===== src/rtl/ctrl_pipe.sv =====
// Valid-tagged pipeline register chain with stall, flush and a saturating overrun counter.
// Optional one-entry skid buffer in front of stage 0 when CTRL_PIPE_SKID_EN is defined.
module ctrl_pipe #(
  parameter int unsigned WIDTH = 16,
  parameter int unsigned DEPTH = 2,
  parameter int unsigned CNT_W = 8
) (
  input  logic             clk,
  input  logic             rst_n,
  input  logic [WIDTH-1:0] din,
  input  logic             vld_in,
  input  logic             stall,
  input  logic             flush,
  input  logic             cnt_clr,
  output logic [WIDTH-1:0] dout,
  output logic             vld_out,
  output logic [CNT_W-1:0] ovr_cnt,
  output logic             busy
);

  logic [WIDTH-1:0] d_q [DEPTH];
  logic [DEPTH-1:0] v_q;
  logic [CNT_W-1:0] ovr_q;

  // Stage-0 source and drop qualifier, selected by the skid option
  logic             in_vld;
  logic [WIDTH-1:0] in_dat;
  logic             drop;

`ifdef CTRL_PIPE_SKID_EN
  logic [WIDTH-1:0] sd_q;
  logic             sv_q;

  always_comb begin
    in_vld = vld_in;
    in_dat = din;
    if (sv_q) begin
      in_vld = 1'b1;
      in_dat = sd_q;
    end
    drop = stall & ~flush & vld_in & sv_q;
    busy = (|v_q) | sv_q;
  end

  always_ff @(posedge clk or negedge rst_n) begin
    if (!rst_n) begin
      sd_q <= '0;
      sv_q <= 1'b0;
    end else if (flush) begin
      sd_q <= '0;
      sv_q <= 1'b0;
    end else if (stall) begin
      if (vld_in && !sv_q) begin
        sd_q <= din;
        sv_q <= 1'b1;
      end
    end else if (sv_q) begin
      // Skid drains into stage 0; a same-cycle arrival refills it
      if (vld_in) begin
        sd_q <= din;
      end else begin
        sv_q <= 1'b0;
      end
    end
  end
`else
  always_comb begin
    in_vld = vld_in;
    in_dat = din;
    drop   = stall & ~flush & vld_in;
    busy   = |v_q;
  end
`endif

  always_ff @(posedge clk or negedge rst_n) begin
    if (!rst_n) begin
      for (int unsigned k = 0; k < DEPTH; k++) begin
        d_q[k] <= '0;
      end
      v_q <= '0;
    end else if (flush) begin
      for (int unsigned k = 0; k < DEPTH; k++) begin
        d_q[k] <= '0;
      end
      v_q <= '0;
    end else if (!stall) begin
      v_q[0] <= in_vld;
      if (in_vld) begin
        d_q[0] <= in_dat;
      end
      // Bubbles advance the valid bit but leave the data behind them untouched
      for (int unsigned k = 1; k < DEPTH; k++) begin
        v_q[k] <= v_q[k-1];
        if (v_q[k-1]) begin
          d_q[k] <= d_q[k-1];
        end
      end
    end
  end

  always_ff @(posedge clk or negedge rst_n) begin
    if (!rst_n) begin
      ovr_q <= '0;
    end else if (cnt_clr) begin
      ovr_q <= '0;
    end else if (drop && (ovr_q != {CNT_W{1'b1}})) begin
      ovr_q <= ovr_q + CNT_W'(1);
    end
  end

  assign dout    = d_q[DEPTH-1];
  assign vld_out = v_q[DEPTH-1] & ~stall & ~flush;
  assign ovr_cnt = ovr_q;

endmodule


===== config.mk =====
export PLATFORM = sky130hd
export DESIGN_NAME = ctrl_pipe
export DESIGN_NICKNAME = d
export VERILOG_FILES = /design/src/rtl/ctrl_pipe.sv
export SDC_FILE = /design/constraint.sdc
export NUM_CORES = 1
export LEC_CHECK = 0
export CAP_MARGIN = 20
export CORE_AREA = 2 2 64 66
export CTS_BUF_LIST = sky130_fd_sc_hd__clkbuf_2 sky130_fd_sc_hd__clkbuf_4 sky130_fd_sc_hd__clkbuf_8
export CTS_CLUSTER_DIAMETER = 150
export DETAILED_ROUTE_END_ITERATION = 10
export DIE_AREA = 0 0 66 68
export GPL_TIMING_DRIVEN = 0
export PLACE_DENSITY = 0.89
export SLEW_MARGIN = 20
export SYNTH_ARGS = -nofsm -noshare
export SYNTH_HDL_FRONTEND = slang
export SYNTH_SLANG_ARGS = --single-unit

===== constraint.sdc =====
create_clock -name clk -period 2.6 [get_ports clk]
set_input_delay 0.39 -clock clk [delete_from_list [all_inputs] [get_ports clk]]
set_output_delay 0.39 -clock clk [all_outputs]
set_load 0.1 [all_outputs]

==> results.txt <==
----------------------------------------------------
[Global routing]
  Antenna violations before repair ... 0
  GRT Total Usage ... 0.2200
  Wire length of the first global-routing pass ... 7286 um
  Total overflow reported by the global router ... 0
  Number of global-route vias before repair ... 1592
  Largest net degree at the start of global routing ... 24

[Route]
  Number of antenna-violating nets in the routed design ... 0
  Detailed router's first-iteration violation count ... 82
  Number of iterations in the first detailed-routing pass ... 4
  Count of vias placed by the detailed router ... 1652
  Vias per cell ... 5.099
  Final routed wire length divided by cell count ... 13.20 um
  Amount of wire on met3 after detailed routing ... 179 um
  Count of unresolved DRC violations after routing ... 0
  Met2 routed WL ... 2164 um
  Routed WL ... 4278 um
  Metal-1 WL ... 1827 um
  Uppermost layer routed ... met4

[Layout]
  Syn-to-layout area delta ... 31.72%
  Number of standard cells in the layout, taps in and fillers out ... 324
  Layout fillers ... 309
  Net count reported at finish ... 296
  Share of final-layout standard cells stronger than drive strength 1 ... 0.1606
  Antenna diode count ... 0

[Synthesis]
  Share of synthesized registers carrying an async set or reset ... 1.000
  Biggest area contributors in the synthesized netlist ... sky130_fd_sc_hd__dfrtp_1 52%, sky130_fd_sc_hd__nand2_1 13%, sky130_fd_sc_hd__a21oi_1 9.4%, sky130_fd_sc_hd__buf_4 7.8%, sky130_fd_sc_hd__a211oi_1 1.5%
  Most frequent cell after synthesis ... sky130_fd_sc_hd__nand2_1
  Post-synth net total ... 242
  Distinct cell type count after synthesis ... 34
  Synth Area per Inst ... 9.204 um^2
  Area fraction of the dominant cell type after synthesis ... 0.5214
  Total number of yosys warnings ... 0
  Total of flip-flops plus latches after synthesis ... 42
  Register area share after synthesis ... 0.5214
  Ys flop type ... sky130_fd_sc_hd__dfrtp_1
  Most area-hungry cell type in the Yosys netlist ... sky130_fd_sc_hd__dfrtp_1
  Synth top cells by count ... 68 x sky130_fd_sc_hd__nand2_1, 42 x sky130_fd_sc_hd__dfrtp_1, 38 x sky130_fd_sc_hd__a21oi_1, 21 x sky130_fd_sc_hd__buf_4
  Gate count of the mapped netlist ... 219
  Area of the mapped netlist ... 0.002016 mm^2
  Post-synth EDFFs ... 0

[Floorplanning]
  Std-Cell Core Area ... 0.003856 mm^2
  Die Area ... 0.004488 mm^2
  Initial core utilization ... 0.5227
  I/O pin cnt ... 48
  Cell Rows ... 23
  Die Span X ... 66 um
  Die extent in y ... 68 um

[STA]
  Time the worst path needs with I/O delays and setup ... 2.485 ns
  RSZ-0062 raised after global routing ... false
  Hold slack final ... 0.06662 ns
  Worst max-slew margin expressed relative to the limit ... 0.3465
  Slew at the pin with the worst max-slew slack ... 0.9771 ns
  Period Utilization, post-route ... 0.9559
  Clock tree skew after final layout ... 0.009152 ns
  Number of hold violations in the final report ... 0
  F_max ... 402.4 MHz
  Setup Viol. Count Final ... 0
  Number of max-slew violations in the final report ... 0

[Placed design]
  Detailed placer's ending HPWL ... 3129 um
  Cell total after placement ... 316
  # port buffers ... 46
  Final weighted congestion of routability-driven global placement ... 0.8647

[Critical path]
  Worst r2r src ... ovr_cnt[0]
  Cell-by-cell listing of the critical path ... clkdlybuf4s50_1 -> nor3b_2 -> dlygate4sd2_1
  Crit path DAT ... 2.10 ns
  Critical path's slowest cell ... sky130_fd_sc_hd__dlygate4sd2_1
  Critical path's largest stage delay ... 0.88 ns
  Reg-to-reg slack, setup ... 0.99 ns
  Worst-path maximum fanout ... 9
  Worst reg2reg endpoint ... ovr_cnt[6]
  Logic depth of the worst path, buffers included ... 3
  Capturing element type of the critical path ... output pin
  Worst path top cell family by delay ... buffers and inverters
  Required time of the worst setup path ... 2.21 ns
  R2R depth ... 4
  Buffer and inverter count on the worst path ... 2
  Startpoint types ... input port
  Critical path class ... input port to output pin

[Clock tree]
  Clock tree from TritonCTS ... built
  Clock tree root buffer cell ... sky130_fd_sc_hd__clkbuf_8
  Buffer levels on the longest clock path ... 2
  CTS clk-pin slew, worst paths ... 0.08 ns
  Post-CTS setup-driven buffer insertion count ... 0
  H-tree lvl count ... 2
  Num Clock Sinks ... 42
  Clock latency reported for the late side of the worst-skew pair ... 0.30 ns
  Hold buffers post-CTS ... 0
  Cts bufs inserted ... 5

[Status]
  Status ... finished, final reports clean

[Pwr]
  Leakage ... 0.001159 uW
  Worst voltage drop across the vdd grid ... 0.0003592 V
  Net Sw Frac ... 0.2682
  Internal Pwr Total ... 918.8 uW
  Flop pwr share ... 0.539
  Combinational share of power ... 0.126
  Total power divided by cell area ... 472.9 mW/mm^2
  Clock network fraction of total power ... 0.336
  Reported net switching power ... 336.7 uW

[Worst hold path]
  Class of the worst hold path ... input port to asynchronous set/reset pin

[Run]
  Number of maximum-capacitance violations ... 0

----------------------------------------------------
==> cell families after synthesis <==
| family | after synthesis | synth area share |
|---|---|---|
| fa+ha+maj | 1 | 0.006206 |
| mux | 4 | 0.02359 |
| flops | 42 | 0.5214 |
| compound gates | 46 | 0.1291 |
| simple gates | 93 | 0.2123 |
| buf+inv | 33 | 0.1074 |
==> stage by stage <==
step	power (uW)	instance area (um^2)	util	setup TNS, ns	setup WS, ns
finish	1256	2655	0.6885	0	0.1147
global route	1307	2655	0.6885	0	0.02626
CTS	1270	2655	0.6885	0	0.08801
detailed placement	848.3	2566	0.6655	-0.1905	-0.1905
global placement	840.3	2544	0.6596	-0.1829	-0.1829
floorplan	773.2	2021	-	0	0.4356
==> placed cells by master (no fill, tap or decap), types with 2 or more instances in the layout <==
master	n
sky130_fd_sc_hd__clkdlybuf4s50_1	44
sky130_fd_sc_hd__and3_1	2
sky130_fd_sc_hd__nor2b_1	4
sky130_fd_sc_hd__a21oi_1	38
sky130_fd_sc_hd__dfrtp_1	42
sky130_fd_sc_hd__nand2_1	68
sky130_fd_sc_hd__clkbuf_8	5
sky130_fd_sc_hd__nand2b_1	4
sky130_fd_sc_hd__clkbuf_2	3
sky130_fd_sc_hd__buf_2	3
sky130_fd_sc_hd__a211oi_1	4
sky130_fd_sc_hd__buf_4	21
sky130_fd_sc_hd__clkbuf_1	4
sky130_fd_sc_hd__nor2_1	3
sky130_fd_sc_hd__inv_1	2
sky130_fd_sc_hd__nand3_1	2
==> routing by layer <==
layer	GRT usage	vias to the layer above
li1	-	817
met1	0.2726	786
met2	0.3725	42
met3	0.04276	7
met4	0.1071	0
met5	0	-
==> worst max path at each step <==
stage | from | end
floorplan | flush | vld_out
global placement | stall | vld_out
detailed placement | stall | vld_out
CTS | stall | vld_out
global route | stall | vld_out
finish | stall | vld_out
==> registers in the layout, indices dropped and copies added, names as in the netlist <==
register / count
d_q: 16
v_q: 2
ovr_cnt: 8
dout: 16
==> worst reg2reg max path: stages (launching register included) <==
cell	delay [ns]
sky130_fd_sc_hd__dfrtp_1	0.43
sky130_fd_sc_hd__ha_1	0.32
sky130_fd_sc_hd__nand2_1	0.12
sky130_fd_sc_hd__nor4_2	0.26
sky130_fd_sc_hd__mux2_2	0.36
==> power by group through the flow <==
stage	logic, uW	clock network [uW]	registers [uW]
3_3_place_gp	152	0	689
3_5_place_dp	159	0	689
6_report	158	421	676
4_1_cts	159	434	676
5_1_grt	171	458	678
2_1_floorplan	78.1	0	695
==> timing repair <==
| action | 4_1_cts | 5_1_grt |
|---|---|---|
| resized for setup | 1 | 0 |
| endpoints found under the hold margin | 0 | 0 |
| setup endpoints to repair | 1 | 0 |
==> layout make-up <==
cell class                 count  area, um^2  share of cell area
inverter                       2       7.507            0.002828
multi-input combinational    144       753.2              0.2837
sequential                    42        1051              0.3959
tap                           50       62.56             0.02356
buffer                        31       209.0             0.07870
clock buffer                   5       68.82             0.02592
timing repair buffer          47       481.7              0.1814
clock inverter                 3       21.27            0.008011
Power figures use the tool's default switching activity.
